`config.mk`:
```
export PLATFORM = sky130hd
export DESIGN_NAME = ah_grant_burst_mux_8
export DESIGN_NICKNAME = d
export VERILOG_FILES = /design/src/rtl/ah_grant_burst_mux_8.sv
export SDC_FILE = /design/constraint.sdc
export NUM_CORES = 1
export LEC_CHECK = 0
export CORE_MARGIN = 10
export CORE_UTILIZATION = 33
export DETAILED_ROUTE_END_ITERATION = 8
export PLACE_DENSITY = 0.82
export SETUP_SLACK_MARGIN = 0.3
export SYNTH_ARGS = -nofsm -noshare
export SYNTH_HDL_FRONTEND = slang
export SYNTH_SLANG_ARGS = --single-unit
```
`constraint.sdc`:
```
create_clock -name clk -period 2.3 [get_ports clk]
set_input_delay 0.345 -clock clk [delete_from_list [all_inputs] [get_ports clk]]
set_output_delay 0.345 -clock clk [all_outputs]
set_load 0.02 [all_outputs]
```
`src/rtl/ah_grant_burst_mux_8.sv`:
```
// Grant-locked burst mux: latches a one-hot grant, forwards the owner's burst through a
// one-entry output register, and pulses done once the final beat has drained.
module ah_grant_burst_mux_8 #(
  parameter int unsigned N         = 8,
  parameter int unsigned DW        = 32,
  parameter int unsigned MAX_BEATS = 16
) (
  input  logic                 clk,
  input  logic                 rst_n,
  input  logic [N-1:0]         gnt,
  input  logic [N-1:0]         src_valid,
  input  logic [N*DW-1:0]      src_data,
  input  logic [N-1:0]         src_last,
  output logic [N-1:0]         src_ready,
  output logic                 out_valid,
  output logic [DW-1:0]        out_data,
  output logic                 out_last,
  input  logic                 out_ready,
  output logic                 busy,
  output logic [$clog2(N)-1:0] owner,
  output logic                 done,
  output logic                 err_multihot
);

  localparam int unsigned OW = $clog2(N);
  localparam int unsigned CW = $clog2(MAX_BEATS + 1);

  typedef enum logic [1:0] {IDLE, XFER, DRAIN} state_t;

  state_t        state, state_nx;
  logic [CW-1:0] beat_cnt;
  logic [OW-1:0] gnt_idx;
  logic          gnt_any, gnt_multi, lock;
  logic          slot_free, accept, cap_hit, beat_last, drain_hs;

  always_comb begin
    gnt_idx = '0;
    for (int unsigned i = 0; i < N; i++) begin
      if (gnt[i]) gnt_idx = OW'(i);
    end
  end

  assign gnt_any   = |gnt;
  assign gnt_multi = |(gnt & (gnt - N'(1)));
  assign lock      = (state == IDLE) && gnt_any && !gnt_multi;

  // Output slot can take a beat when empty or being drained this same cycle.
  assign slot_free = ~out_valid | out_ready;
  assign accept    = (state == XFER) && src_valid[owner] && slot_free;
  assign cap_hit   = (beat_cnt == CW'(MAX_BEATS - 1));
  assign beat_last = src_last[owner] | cap_hit;
  assign drain_hs  = (state == DRAIN) && out_valid && out_ready;

  always_ff @(posedge clk or negedge rst_n) begin
    if (!rst_n) state <= IDLE;
    else        state <= state_nx;
  end

  always_comb begin
    state_nx = state;
    unique case (state)
      IDLE:    if (lock) state_nx = XFER;
      XFER:    if (accept && beat_last) state_nx = DRAIN;
      DRAIN:   if (drain_hs) state_nx = IDLE;
      default: state_nx = IDLE;
    endcase
  end

  always_comb begin
    src_ready = '0;
    if (state == XFER) src_ready[owner] = slot_free;
    busy = (state != IDLE);
  end

  always_ff @(posedge clk or negedge rst_n) begin
    if (!rst_n) begin
      owner        <= '0;
      beat_cnt     <= '0;
      out_valid    <= 1'b0;
      out_data     <= '0;
      out_last     <= 1'b0;
      done         <= 1'b0;
      err_multihot <= 1'b0;
    end else begin
      done         <= drain_hs;
      err_multihot <= (state == IDLE) && gnt_multi;
      if (lock) begin
        owner    <= gnt_idx;
        beat_cnt <= '0;
      end
      if (accept) begin
        out_valid <= 1'b1;
        out_data  <= src_data[owner*DW +: DW];
        out_last  <= beat_last;
        beat_cnt  <= beat_cnt + 1'b1;
      end else if (out_ready) begin
        out_valid <= 1'b0;
      end
    end
  end

endmodule

```
==> flow_summary.ini, run 1 <==
[timing]
finalSetupViolCount = 0
hold_slack_ns = 0.0189
final.period_utilization_pct = 84.7
slew_violations = 0
worst_slew_margin_rel_pct = 64.3
post-route-min-period_ns = 1.95
skew_ns = 0.00468
achievable-frequency_ghz = 0.514
hold_violations = 0
fin_setup_tns_ns = 0
postLayoutSetupSlackWorst_ns = 0.353
timing_worst_slew_pin_value_ns = 0.535
rsz0062_at_grt = true

[worst_setup_path]
critPathTopFamily = buffers and inverters
path_class = primary input to output port
timing.critical_path.mode_cell = sky130_fd_sc_hd__nand2b_1
worstPathRequired_ns = 1.96
cp_slowest_stage_delay_ns = 0.51
cp_slowest_cell = sky130_fd_sc_hd__clkdlybuf4s50_1
worst_setup_path_end_kind = output port
r2r_slack_ns = 0.37
cp_max_fo = 4
cp.buffers_inverters = 2
crit_chain = clkdlybuf4s50_1 -> nand2b_1 -> nor2b_4 -> nand2b_1 -> nor3_2 -> buf_4
critical_path_start_type = primary input
critical_path_arrival_ns = 1.60

[global_route]
maximum_number_of_pins_on_one_net_before_global_route_repair = 42
grt_first_pass_wirelength_microns = 28000
grt_remaining_overflow = 0
grt_pass1_vias = 4813
antenna_found_initial = 1
gr-usage-all-layers_pct = 21.8

[placed_design]
dpl_worst_slack_ns = -0.216
gp_congestion = 0.891
port_buffers = 330
dp.final_hpwl_microns = 16400

[detailed_routing]
detail_route.vias_per_cell = 5.36
drt_pass1_iterations = 5
route.final.wire_length_microns = 19400
drt.antenna.violating_nets = 0
num_vias = 4307
avgRoutedWirePerCell_microns = 24.1
post-route-drc-count = 0
initialDrtViolationCount = 242

[final_layout]
sequential_cell_area_sq_um = 1160
multi_input_area_sq_um = 2710
area_delta_synth_final_pct = 95.1
finish.net_count = 944
fillers = 900
layout.core_utilization_pct = 66.6
layout-drive-gt1-share_pct = 18.8

[power]
worst_ir_drop_vdd_uv = 583
pwr_density_nw_per_um2 = 884
p_leak_nw = 3.03

[status]
run_status = finished, final reports clean

[synth]
synth.yosys.warnings = 0
async_flop_share_pct = 100
total_standard_cell_area_after_synthesis_sq_um = 3950
synth.most_common_cell = sky130_fd_sc_hd__mux4_2
synth_edf_count = 0
synth_top_area_share_pct = 38.2
mappedNetlistNets = 617
syn_inst_count = 332
synth.avg_cell_area_sq_um = 11.9
post_synth_most_frequent_cells = sky130_fd_sc_hd__mux4_2, sky130_fd_sc_hd__dfrtp_1, sky130_fd_sc_hd__nand2_1
dominantRegCellSynth = sky130_fd_sc_hd__dfrtp_1
synth_seq_area_share_pct = 29.2
synth_cell_type_count = 36
synthDominantAreaCellType = sky130_fd_sc_hd__mux4_2
synth_seq_cells = 46
cells_taking_the_most_area_after_synthesis = sky130_fd_sc_hd__mux4_2, sky130_fd_sc_hd__dfrtp_1, sky130_fd_sc_hd__mux2i_1

[clocking]
cts_tree = yes
clock_insertion_delay_worst_skew_ns = 0.28
h-tree-depth = 2
clkTransAtPathRegs_ns = 0.06
holdBufCountCts = 0
max-clock-path-buffers = 2
cts-buffers-inserted = 5
numClockSinks = 46
cts.root.buffer_cell = sky130_fd_sc_hd__clkbuf_16

[floorplan]
initial_utilization_pct = 34.1
die_w_microns = 129
fp.coreArea_sq_um = 11600
boundaryPins = 331
row_count = 39
floorplan.die_area_sq_um = 16700
floorplan.die.height_microns = 129

[flow_run]
cap_violations = 0

[min_path]
timing.hold.worst.class = primary input to async pin
worst register-to-register path, delay by kind of cell (launching register included):
kind,cells,cell delay [ns]
simple gates,2,0.53
mux,2,0.67
compound gates,1,0.13
flops,1,0.53
per-layer routing:
metal / vias up / routed length, microns / track usage (%)
li1: 1951 / - / -
met1: 2088 / 7000 / 23.4
met2: 242 / 10100 / 39.8
met3: 26 / 1860 / 7.63
met4: 0 / 393 / 5.75
met5: - / 0 / 0
stage by stage:
step | cell area, sq um | cells | power, mW
floorplan | 3980 | 332 | 4.25
global placement | 7460 | 791 | 5.89
detailed placement | 7460 | 791 | 5.99
CTS | 7630 | 799 | 6.81
global route | 7700 | 802 | 7.26
finish | 7700 | 803 | 6.81
path summary, 6_finish.rpt:
check                                        startpoint                 endpoint  depth (start not counted)
min in group clk                out_data[8]$_DFFE_PN0P_  out_data[8]$_DFFE_PN0P_                          2
worst max-delay path                          out_ready             src_ready[0]                          6
max in group asynchronous                         rst_n     owner[0]$_DFFE_PN0P_                          2
worst min-delay path                              rst_n  out_data[3]$_DFFE_PN0P_                          2
worst min register to register  out_data[8]$_DFFE_PN0P_  out_data[8]$_DFFE_PN0P_                          2
worst max register to register     owner[0]$_DFFE_PN0P_  beat_cnt[3]$_DFFE_PN0P_                          5
sequential cells by signal, summed over array words and instances, names as in the netlist:
register	cells
beat_cnt	5
done	1
err_multihot	1
out_data	32
out_last	1
out_valid	1
owner	3
state	2
final cells by class:
| class | count | share of cell area (%) |
|---|---|---|
| flip-flops and latches | 46 | 15.0 |
| clock buffers | 5 | 1.62 |
| multi-input cells | 248 | 35.2 |
| well taps | 143 | 2.32 |
| inverters | 4 | 0.195 |
| repair buffers | 354 | 45.5 |
| diodes | 1 | 0.0325 |
| clock inverters | 2 | 0.130 |
cell usage in the layout, fill, tap and decap left out, drive strengths merged:
| cell type | instances |
|---|---|
| clkinv | 2 |
| nor2b | 2 |
| o21ai | 39 |
| o311ai | 1 |
| xor2 | 1 |
| nor3b | 3 |
| dfrtp | 46 |
| a2111o | 1 |
| mux2i | 36 |
| clkbuf | 5 |
| or4 | 1 |
| a22oi | 1 |
| o22ai | 1 |
| nor4 | 1 |
| nor3 | 4 |
| o21bai | 2 |
| and4b | 1 |
| diode | 1 |
| nand2 | 45 |
| nor2 | 11 |
| buf | 33 |
| a21oi | 5 |
| nand3 | 3 |
| clkdlybuf4s50 | 316 |
| or3 | 3 |
| o31ai | 2 |
| nand2b | 9 |
| and3 | 1 |
| dlygate4sd2 | 5 |
| mux2 | 2 |
| a31oi | 2 |
| ha | 2 |
| inv | 4 |
| maj3 | 2 |
| mux4 | 67 |
cell families (layout without fill, tap and decap cells):
family          after synthesis  in the layout  synth area share, %
compound gates               54             54                 7.61
other cells                   0              1                    0
flops                        46             46                 29.2
fa+ha+maj                     4              4                 1.17
xor+xnor                      1              1                0.222
mux                         105            105                 47.9
buf+inv                      38            365                 4.15
simple gates                 84             84                 9.76
what timing repair did:
action	in CTS	in global routing
setup buffers	0	3
setup endpoints to repair	20	39
gates resized for setup	49	19
pin swaps	4	1
cloned	1	0
report_power, final:
part           total (mW)  internal, mW  switching, mW
combinational        4.70          2.62           2.08
clock               0.689         0.393          0.296
sequential           1.42          1.17          0.258
Power figures use the tool's default switching activity.
==> run 2, diff against run 1 <==
clock period = 2 ns   (was 2.3 ns; I/O delays follow)
==> run 2 against run 1 <==
Setup slack worse by 0.25 ns. Die area stayed put. Critical path type is now register to register. Via count is 1.3% higher. Worst hold slack worse by 0.015 ns. Clock skew hardly changed.
==> flow_summary.ini, run 2 (synthesized netlist as in run 1, its figures left out) <==
[status]
run_status = finished, final reports clean

[detailed_routing]
met3WireLength_microns = 2030
drt_pass1_iterations = 6
initialDrtViolationCount = 135
route.final.wire_length_microns = 19800
topRoutingLayerUsed = met5
post-route-drc-count = 0
avgRoutedWirePerCell_microns = 24.2
detail_route.vias_per_cell = 5.33
wl_met2_microns = 10900
routedLengthMet1_microns = 6580
drt.antenna.violating_nets = 0
num_vias = 4364

[global_route]
antenna_found_initial = 3
grt_remaining_overflow = 0
maximum_number_of_pins_on_one_net_before_global_route_repair = 40
gr-usage-all-layers_pct = 22.2
grt_pass1_vias = 4832
grt_first_pass_wirelength_microns = 28500

[timing]
finalSetupViolCount = 0
hold_violations = 0
post-route-min-period_ns = 1.89
timing_worst_slew_pin_value_ns = 0.553
final.period_utilization_pct = 94.6
achievable-frequency_ghz = 0.528
skew_ns = 0.00423
worst_slew_margin_rel_pct = 63.1
postLayoutSetupSlackWorst_ns = 0.107
rsz0062_at_grt = true
slew_violations = 0
hold_slack_ns = 0.00396

[floorplan]
floorplan.die.height_microns = 129
floorplan.die_area_sq_um = 16700
boundaryPins = 331
die_w_microns = 129
initial_utilization_pct = 34.1
row_count = 39
fp.coreArea_sq_um = 11600

[power]
p_leak_nw = 3.21
share_seq_of_total_power_pct = 19.6
combPwrFrac_pct = 69.1
switching_power_mw = 3.15
sw_frac_of_total_pct = 37.9
power_mw = 8.32
worst_ir_drop_vdd_uv = 502
clkPwrFrac_pct = 11.3
pwr_density_nw_per_um2 = 1040
intPower_mw = 5.17

[placed_design]
gp_congestion = 0.899
dp.final_hpwl_microns = 17100
placed_cells = 800
port_buffers = 330
dpl_worst_slack_ns = -0.461

[final_layout]
finish.net_count = 958
multi_input_area_sq_um = 2800
layout-drive-gt1-share_pct = 23.0
largest_register_ffs = 32
area_delta_synth_final_pct = 102
largest-register = out_data
fillers = 826
layout.core_utilization_pct = 69.1
most_common_cell_after_layout_fill_and_taps_aside = sky130_fd_sc_hd__clkdlybuf4s50_1
most-common-layout-cells = sky130_fd_sc_hd__clkdlybuf4s50_1, sky130_fd_sc_hd__mux4_2, sky130_fd_sc_hd__nand2_1, sky130_fd_sc_hd__dfrtp_1, sky130_fd_sc_hd__mux2i_1
sequential_cell_area_sq_um = 1160
instances_no_fill = 818
largest_registers = out_data: 32 flops, beat_cnt: 5 flops, owner: 3 flops

[clocking]
holdBufCountCts = 0
clock_insertion_delay_worst_skew_ns = 0.28
cts.root.buffer_cell = sky130_fd_sc_hd__clkbuf_16
max-clock-path-buffers = 2
clkTransAtPathRegs_ns = 0.07
cts_tree = yes
numClockSinks = 46
h-tree-depth = 2
cts-buffers-inserted = 5

[worst_setup_path]
cp_slowest_cell = sky130_fd_sc_hd__dfrtp_4
crit_chain = mux2i_1 -> mux4_2 -> nand2b_4 -> or3_1 -> a21oi_2
r2r.worst_path.cells = 5
cp_slowest_stage_delay_ns = 0.54
reg2reg_to = beat_cnt[3]$_DFFE_PN0P_
cp_max_fo = 6
worstPathRequired_ns = 2.21
path_class = register to register
worst_setup_path_end_kind = register
critical_path_arrival_ns = 2.10
rr_startpoint = owner[0]$_DFFE_PN0P_
r2r_slack_ns = 0.11
critical_path_start_type = register

[flow_run]
cap_violations = 0

[min_path]
timing.hold.worst.class = primary input to async pin
run 2: worst max-delay path by stage:
stage                                     from  cells past startpoint                       to  slack, ns
final                     owner[0]$_DFFE_PN0P_                      5  beat_cnt[3]$_DFFE_PN0P_       0.11
after global routing      owner[0]$_DFFE_PN0P_                      5  beat_cnt[3]$_DFFE_PN0P_       0.06
after CTS                 owner[0]$_DFFE_PN0P_                      5  beat_cnt[3]$_DFFE_PN0P_       0.11
after detailed placement                gnt[2]                      7  beat_cnt[2]$_DFFE_PN0P_      -0.46
after global placement               out_ready                      6             src_ready[1]      -0.38
after floorplan           owner[0]$_DFFE_PN0P_                      7  beat_cnt[3]$_DFFE_PN0P_       0.06
run 2: cell type report:
class	count	share of cell area (%)
repair buffers	368	45.9
multi-input cells	248	35.1
flip-flops and latches	46	14.5
well taps	143	2.24
clock buffers	6	1.61
clock inverters	2	0.470
inverters	4	0.188
diodes	1	0.0313
run 2: routing by layer:
metal | GRT usage (%) | up-vias
met5 | 0 | -
met4 | 4.55 | 4
met3 | 9.26 | 18
met2 | 42.6 | 237
met1 | 21.8 | 2125
li1 | - | 1980
run 2: timing repair:
action,4_1_cts,5_1_grt
setup endpoints to repair,56,53
pin swaps,4,3
buffers inserted,6,2
cloned,1,0
gates resized for setup,88,13
endpoints found under the hold margin,0,0
run 2: power groups by stage:
stage	clock network [mW]	registers [mW]	logic (mW)
floorplan	0	1.98	2.97
CTS	0.954	1.64	5.80
finish	0.937	1.63	5.75
detailed placement	0	1.72	5.33
global route	0.987	1.68	6.16
global placement	0	1.70	5.24
run 2: through the flow:
stage / setup TNS (ns) / instance area (sq um)
floorplan: 0 / 4040
global placement: -4.87 / 7600
detailed placement: -6.00 / 7600
CTS: 0 / 7940
global route: 0 / 7990
finish: 0 / 7990
run 2: critical path: cells and delay by family (launching register included):
kind	cells	cell delay, ns
multiplexers	2	0.64
flip-flops	1	0.54
AND/OR/NAND/NOR	2	0.52
AO/OA/AOI/OAI	1	0.13
==> run 3, diff against run 2 <==
CORE_AREA = 2 2 130 132   (was unset)
CORE_MARGIN = unset   (was 10)
CORE_UTILIZATION = unset   (was 33)
DIE_AREA = 0 0 132 134   (was unset)
PLACE_DENSITY = unset   (was 0.82)
==> run 3 against run 2 <==
Setup slack got worse by 0.030 ns. Die area rose by 5.7%. Global-route usage fell by 3.1 points. Via count down 2.5%. Critical path depth did not move. Highest routed layer is now met4.
==> flow_summary.ini, run 3 (synthesized netlist as in run 1, its figures left out) <==
[clocking]
cts.root.buffer_cell = sky130_fd_sc_hd__clkbuf_16
cts-buffers-inserted = 5
max-clock-path-buffers = 2
h-tree-depth = 2
clock_insertion_delay_worst_skew_ns = 0.29
clkTransAtPathRegs_ns = 0.06
numClockSinks = 46
cts_tree = yes

[timing]
hold_slack_ns = 0.478
slew_violations = 0
timing_worst_slew_pin_value_ns = 0.533
worst_slew_margin_rel_pct = 64.5
finalSetupViolCount = 0
skew_ns = 0.00461
final.period_utilization_pct = 96.1
hold_violations = 0
rsz0062_at_grt = true
post-route-min-period_ns = 1.92
achievable-frequency_ghz = 0.520

[floorplan]
floorplan.die_area_sq_um = 17700
floorplan.die.height_microns = 134
die_w_microns = 132
initial_utilization_pct = 24.2
row_count = 47
boundaryPins = 331
fp.coreArea_sq_um = 16300

[worst_setup_path]
worst_setup_path_end_kind = register
r2r_slack_ns = 0.08
path_class = register to register
cp_slowest_stage_delay_ns = 0.54
crit_path_from = owner[0]$_DFFE_PN0P_
worstPathRequired_ns = 2.22
cp.buffers_inverters = 0
r2r.worst_path.cells = 5
critical_path_arrival_ns = 2.14
cp_slowest_cell = sky130_fd_sc_hd__dfrtp_4
crit_chain = mux2i_1 -> mux4_2 -> nand2b_4 -> or3_4 -> a21oi_2
reg2reg_to = beat_cnt[3]$_DFFE_PN0P_
rr_startpoint = owner[0]$_DFFE_PN0P_
cp_max_fo = 6
critical_path_start_type = register
critPathTopFamily = multiplexers

[power]
combPwrFrac_pct = 70.6
worst_ir_drop_vdd_uv = 451
clkPwrFrac_pct = 9.6
share_seq_of_total_power_pct = 19.9
switching_power_mw = 3.20
p_leak_nw = 3.24
sw_frac_of_total_pct = 38.0
intPower_mw = 5.21
pwr_density_nw_per_um2 = 1030

[final_layout]
most_common_cell_after_layout_fill_and_taps_aside = sky130_fd_sc_hd__clkdlybuf4s50_1
layout-drive-gt1-share_pct = 23.7
area_delta_synth_final_pct = 107
instances_no_fill = 895
largest-register = out_data
finish.net_count = 959
largest_registers = out_data: 32 flops, beat_cnt: 5 flops, owner: 3 flops
largest_register_ffs = 32
most-common-layout-cells = sky130_fd_sc_hd__clkdlybuf4s50_1, sky130_fd_sc_hd__mux4_2, sky130_fd_sc_hd__nand2_1, sky130_fd_sc_hd__dfrtp_1, sky130_fd_sc_hd__mux2i_1
fillers = 1465

[status]
run_status = finished, final reports clean

[min_path]
hold_end = out_data[26]$_DFFE_PN0P_
worstHoldPathCells = 2
min_from = out_data[26]$_DFFE_PN0P_
timing.hold.worst.class = register to register

[global_route]
gr-usage-all-layers_pct = 19.1
grt_remaining_overflow = 0
maximum_number_of_pins_on_one_net_before_global_route_repair = 38
grt_first_pass_wirelength_microns = 25900
antenna_found_initial = 1
grt_pass1_vias = 4624

[detailed_routing]
avgRoutedWirePerCell_microns = 19.2
num_vias = 4257
post-route-drc-count = 0
initialDrtViolationCount = 80
drt.antenna.violating_nets = 0
drt_pass1_iterations = 4
route.final.wire_length_microns = 17200
detail_route.vias_per_cell = 4.76

[flow_run]
cap_violations = 0

[placed_design]
port_buffers = 330
gp_congestion = 0.830
placed_cells = 871
dp.final_hpwl_microns = 14000
-- run 3: cell types whose count changed in the layout (fill, tap and decap cells not counted), sizes merged --
cell / delta
bufbuf: +1
bufinv: -1
clkbuf: -1
clkinv: +2
clkinvlp: -1
dlygate4sd3: +1
dlymetal6s2s: -1
-- run 3: timing repair --
item	CTS	global route
resized for setup	81	34
buffers inserted	6	6
hold endpoints to repair	2	0
cloned	3	0
hold buffers	1	0
setup endpoints to repair	56	54
pin swaps	5	4
-- run 3: area by class of cell --
class / instances / area [sq um] / share of cell area [%]
sequential: 46 / 1160 / 14.2
clock buffer: 5 / 125 / 1.53
inverter: 4 / 15.0 / 0.184
clock inverter: 2 / 10.0 / 0.123
multi-input combinational: 248 / 2820 / 34.5
antenna: 1 / 2.50 / 0.0307
timing repair buffer: 369 / 3760 / 46.0
tap: 220 / 275 / 3.37
-- run 3: worst max path at each step --
stage               slack (ns)  cells past startpoint                       to
floorplan                 0.06                      7  beat_cnt[3]$_DFFE_PN0P_
global placement         -0.31                      6             src_ready[5]
detailed placement       -0.41                      7  beat_cnt[2]$_DFFE_PN0P_
CTS                       0.06                      5  beat_cnt[3]$_DFFE_PN0P_
global route             0.004                      5  beat_cnt[3]$_DFFE_PN0P_
finish                    0.08                      5  beat_cnt[3]$_DFFE_PN0P_
-- run 3: metal layers --
metal	track usage, %	share of wire, %
met5	0	0
met3	5.06	7.3
met2	36.9	55
met4	4.59	1.8
met1	20.7	36
-- run 3: power by group through the flow --
stage	logic (mW)	clock network (mW)	registers, mW
finish	5.94	0.804	1.67
floorplan	2.97	0	1.98
CTS	5.91	0.831	1.67
detailed placement	5.40	0	1.71
global placement	5.36	0	1.70
global route	6.39	0.878	1.74
-- run 3: worst register-to-register path, delay by kind of cell (launching register included) --
family	cells	cell delay, ns
simple gates	2	0.55
mux	2	0.65
flops	1	0.54
compound gates	1	0.12
-- run 3: per-stage QoR --
step | cell area (sq um) | worst slack (ns) | util [%] | setup TNS [ns] | power (mW)
global route | 8160 | 0.00403 | 50.1 | 0 | 9.00
global placement | 7680 | -0.315 | 47.1 | -4.36 | 7.05
CTS | 7990 | 0.0610 | 49.1 | 0 | 8.41
detailed placement | 7680 | -0.408 | 47.1 | -6.20 | 7.11
floorplan | 4040 | 0.0560 | - | 0 | 4.95
finish | 8160 | 0.0773 | 50.1 | 0 | 8.41
==> edit 1 (config.mk and constraints of run 2) <==
`MAX_BEATS`: 16 -> 32.
--- a/src/rtl/ah_grant_burst_mux_8.sv
+++ b/src/rtl/ah_grant_burst_mux_8.sv
@@ -5,3 +5,3 @@
   parameter int unsigned DW        = 32,
-  parameter int unsigned MAX_BEATS = 16
+  parameter int unsigned MAX_BEATS = 32
 ) (
Formal check against the unedited RTL: no difference found for any inputs over 10 cycles, from zero or initial values and one cycle with rst_n low; that may be too few to reach the edited logic, so the function may still have changed.
==> edit 1 against run 2 <==
  * Sequential cell count up 1
  * Global-route usage up 0.54 points
  * Area after synthesis up 1.2%
  * Sequential share of layout area down 0.30 points
  * Count of clock-buffer cells in the layout down 1
  * Worst hold slack better by 0.011 ns
  * Non-clock buffer count up 5
  * Wire length up 2.9%
  * Power up 11%
  * Synthesized cell count up 0.30%
  * Worst setup slack better by 0.021 ns
  * Cell area up 4.3%
  * Combinational power up 12%
  * Critical endpoint is now out_data[18]$_DFFE_PN0P_
  * Highest routed layer is now met4
==> edit 1: results (changes against run 2) <==
metric	value	unit	change
P_leak	3.35	nW	+4.1%
synth top area cells	mux4_2, dfrtp_1, mux2i_1, o21ai_1, nand2_1		
Iter 0 DRT Violations	228		+69%
Final Skew	0.00573	ns	+0.00150 ns
maximum vdd drop	636	uV	+27%
global routing usage on met2	42.5	%	-0.13 points
global-route usage over all layers	22.8	%	+0.54 points
CP max FO	7		+1
CP top delay family	buffers and inverters		
CP peak stage delay	0.52	ns	-0.02 ns
layout cells sized above 1	26.3	%	+3.3 points
ys flop type	dfrtp_1		
Largest regs	out_data: 32 flops, beat_cnt: 6 flops, owner: 3 flops		
H-Tree Depth	2		unchanged
first-pass GRT wire length	29.3	mm	+2.9%
met1 GRT Util	25.1	%	+3.3 points
Hold WC Path Type	input port to async pin		
Seq/Total Area, Yosys	29.4	%	+0.29 points
instance area at placement	7610	um^2	+0.12%
pre-CTS setup slack	-0.296	ns	+0.165 ns
Routed WL per cell	24.3	um	+0.68%
placer congestion estimate	0.938		+4.4%
DP Wirelength	16.4	mm	-4.0%
TritonCTS buffer count	5		unchanged
DRT Wirelength	20.3	mm	+2.9%
fin nets	971		+1.4%
vias in the first global route	4948		+2.4%
Synth cell types	44		+22%
syn_area_per_cell	12.0	um^2	+0.87%
met3 usage	6.69	%	-2.6 points
largest net degree at the start of global routing	35		-13%
synth cell count leaders	mux4_2, dfrtp_1, mux2i_1, nand2_1, o21ai_1		
IO buf count	330		unchanged
final setup vio count	0		unchanged
initial antenna violation count	0		-3
yosys warns	0		unchanged
status	completed		
TritonRoute pass-1 iters	4		-2
placed cells	806		+0.75%
relative slew slack	56.8	%	-6.3 points
Vias/cell	5.31		-0.45%
max cap viols	0		unchanged
fraction of registers with async set/reset	100	%	unchanged
-- edit 1: cell count changes after synthesis, moves of 5 or more --
cell and change:
o21ai_0 -35, clkbuf_1 -7, nor2_1 +5, o21ai_1 +33, nand2_1 -7
-- edit 1: cell type report --
class	count	area, um^2
tap	147	184
timing repair buffer	373	3860
antenna	1	2.50
sequential	47	1180
fill	841	3580
inverter	3	11.3
clock inverter	3	43.8
clock buffer	5	125
multi-input combinational	257	2930
-- edit 1: worst paths after layout --
kind	slack (ns)	endpoint	from	cells past startpoint
max	0.13	out_data[18]$_DFFE_PN0P_	owner[0]$_DFFE_PN0P_	10
max in group asynchronous	1.42	owner[0]$_DFFE_PN0P_	rst_n	2
max reg2reg	0.13	out_data[18]$_DFFE_PN0P_	owner[0]$_DFFE_PN0P_	10
min reg2reg	0.48	out_data[29]$_DFFE_PN0P_	out_data[29]$_DFFE_PN0P_	2
min	0.01	out_data[29]$_DFFE_PN0P_	rst_n	1
min in group clk	0.34	done$_DFF_PN0_	out_ready	3
-- edit 1: power by group --
group | internal (W) | leakage, nW | total, W | switching [W]
Sequential | 0.00141 | 0.573 | 0.00179 | 0.000381
Combinational | 0.00361 | 2.69 | 0.00646 | 0.00285
Clock | 0.000590 | 0.0838 | 0.000955 | 0.000365
-- edit 1: timing repair --
| item | 4_1_cts | 5_1_grt |
|---|---|---|
| setup endpoints to repair | 54 | 56 |
| buffers inserted | 13 | 2 |
| hold buffers | 0 | 0 |
| cloned | 4 | 2 |
| hold endpoints to repair | 0 | 0 |
| pin swaps | 14 | 18 |
| resized for setup | 81 | 48 |
-- edit 1: stage by stage --
step                TNS (ns)  util [%]
floorplan                  0         -
global placement       -1.73      63.9
detailed placement     -2.73      63.9
CTS                        0      68.2
global route               0      70.0
finish                     0      70.0
-- edit 1: kinds of logic (layout without fill, tap and decap cells) --
group / count (synthesis) / after routing / share of synthesized area (%)
flip-flops: 47 / 47 / 29.4
AND/OR/NAND/NOR: 80 / 80 / 9.49
adder cells (fa/ha/maj): 1 / 1 / 0.313
buffers and inverters: 29 / 384 / 3.29
other: 0 / 1 / 0
XOR/XNOR: 1 / 1 / 0.219
AO/OA/AOI/OAI: 70 / 70 / 10.8
multiplexers: 105 / 105 / 46.4
-- edit 1: metal layers --
layer,routed length (um),vias up
met5,0,-
met4,300,0
met3,1580,22
met2,11000,229
met1,7440,2163
li1,-,2026
==> edit 2 (config.mk and constraints of run 2) <==
Without the edit above. Compare `beat_cnt` against `CW'(MAX_BEATS - 1)` with >= in place of ==.
--- a/src/rtl/ah_grant_burst_mux_8.sv
+++ b/src/rtl/ah_grant_burst_mux_8.sv
@@ -49,3 +49,3 @@
   assign accept    = (state == XFER) && src_valid[owner] && slot_free;
-  assign cap_hit   = (beat_cnt == CW'(MAX_BEATS - 1));
+  assign cap_hit   = (beat_cnt >= CW'(MAX_BEATS - 1));
   assign beat_last = src_last[owner] | cap_hit;
Function: same outputs for any inputs over 4 cycles, from zero or initial values and one cycle with rst_n low; that may be too few to reach the edited logic, so the function may still have changed.
==> edit 2 against run 2 <==
  * The run now ends with hold timing left
  * Sequential cell count did not move
  * Area after synthesis rose by 1.6%
  * Worst setup slack lost 0.059 ns
  * Power increased by 4.5%
  * Cell count is 0.24% higher
  * Maximum frequency down 3.0%
  * Cell area up 2.5%
  * Wire length grew 3.5%
  * Highest routed layer is now met4
==> edit 2: results (changes against run 2) <==
metric	value	unit	change
relative slew slack	63.4	%	+0.27 points
hold slack	-0.000876	ns	-0.00484 ns
Non-clk bufs	365		-0.82%
fin nets	955		-0.31%
first-pass GRT wire length	28.9	mm	+1.4%
status	finished with violations		
pre-CTS setup slack	-0.455	ns	+0.00594 ns
clock-cell share of area	1.85	%	-0.23 points
r2r setup slk	0.05	ns	-0.06 ns
maximum vdd drop	515	uV	+2.6%
Syn Inst Count	327		-1.5%
Final Hold Viols	2		+2
switching share of power	39.7	%	+1.8 points
CP max FO	10		+4
synth top area cells	mux4_2, dfrtp_1, mux2i_1, a21oi_1, nor2_1		
failing checks	hold timing		
vias in the first global route	5037		+4.2%
instance area at placement	7650	um^2	+0.66%
synth cell count leaders	mux4_2, dfrtp_1, nor2_1, a21oi_1, mux2i_1		
DP Wirelength	16.8	mm	-1.6%
layout cells sized above 1	27.1	%	+4.1 points
placer congestion estimate	0.877		-2.4%
Multi-input gate area	2920	um^2	+4.1%
post-synthesis net count	612		-0.81%
setup repair bufs after CTS	5		-1
[edit 2: power by group through the flow]
stage | sequential, W | combinational (W) | clock [W]
after floorplan | 0.00210 | 0.00309 | 0
after global placement | 0.00170 | 0.00547 | 0
after detailed placement | 0.00173 | 0.00558 | 0
after CTS | 0.00171 | 0.00588 | 0.000873
after global routing | 0.00182 | 0.00650 | 0.000905
final | 0.00176 | 0.00609 | 0.000844
[edit 2: layer usage]
metal  part of all wire, %  vias to the layer above  wire, um  track usage [%]
li1                      -                     1982         -                -
met1                    34                     2198      6890             23.3
met3                   9.7                       24      1990             7.18
met5                     0                        -         0                0
met2                    54                      229     11100             41.3
met4                   2.2                        0       443             7.28
[edit 2: worst max-delay path by stage]
stage	from	endpoint	slack, ns	depth (start not counted)
after detailed placement	out_ready	src_ready[4]	-0.45	6
final	owner[0]$_DFFE_PN0P_	beat_cnt[0]$_DFFE_PN0P_	0.05	6
after floorplan	owner[0]$_DFFE_PN0P_	beat_cnt[0]$_DFFE_PN0P_	0.14	7
after global routing	owner[0]$_DFFE_PN0P_	beat_cnt[2]$_DFFE_PN0P_	-0.02	6
after global placement	out_ready	src_ready[0]	-0.39	6
after CTS	owner[0]$_DFFE_PN0P_	out_data[12]$_DFFE_PN0P_	0.05	7
[edit 2: logic make-up after synthesis]
logic type,Yosys count,share of synthesized area [%]
compound gates,64,9.67
simple gates,76,9.05
fa+ha+maj,2,0.624
xor+xnor,1,0.218
buf+inv,33,5.15
mux,105,46.6
flops,46,28.7
[edit 2: critical path, cell delays in order, from the launching register on]
cell	delay, ns
dfrtp_4	0.53
mux2i_1	0.15
mux4_2	0.52
nor2b_4	0.15
buf_12	0.17
nor2_4	0.05
mux2_4	0.25
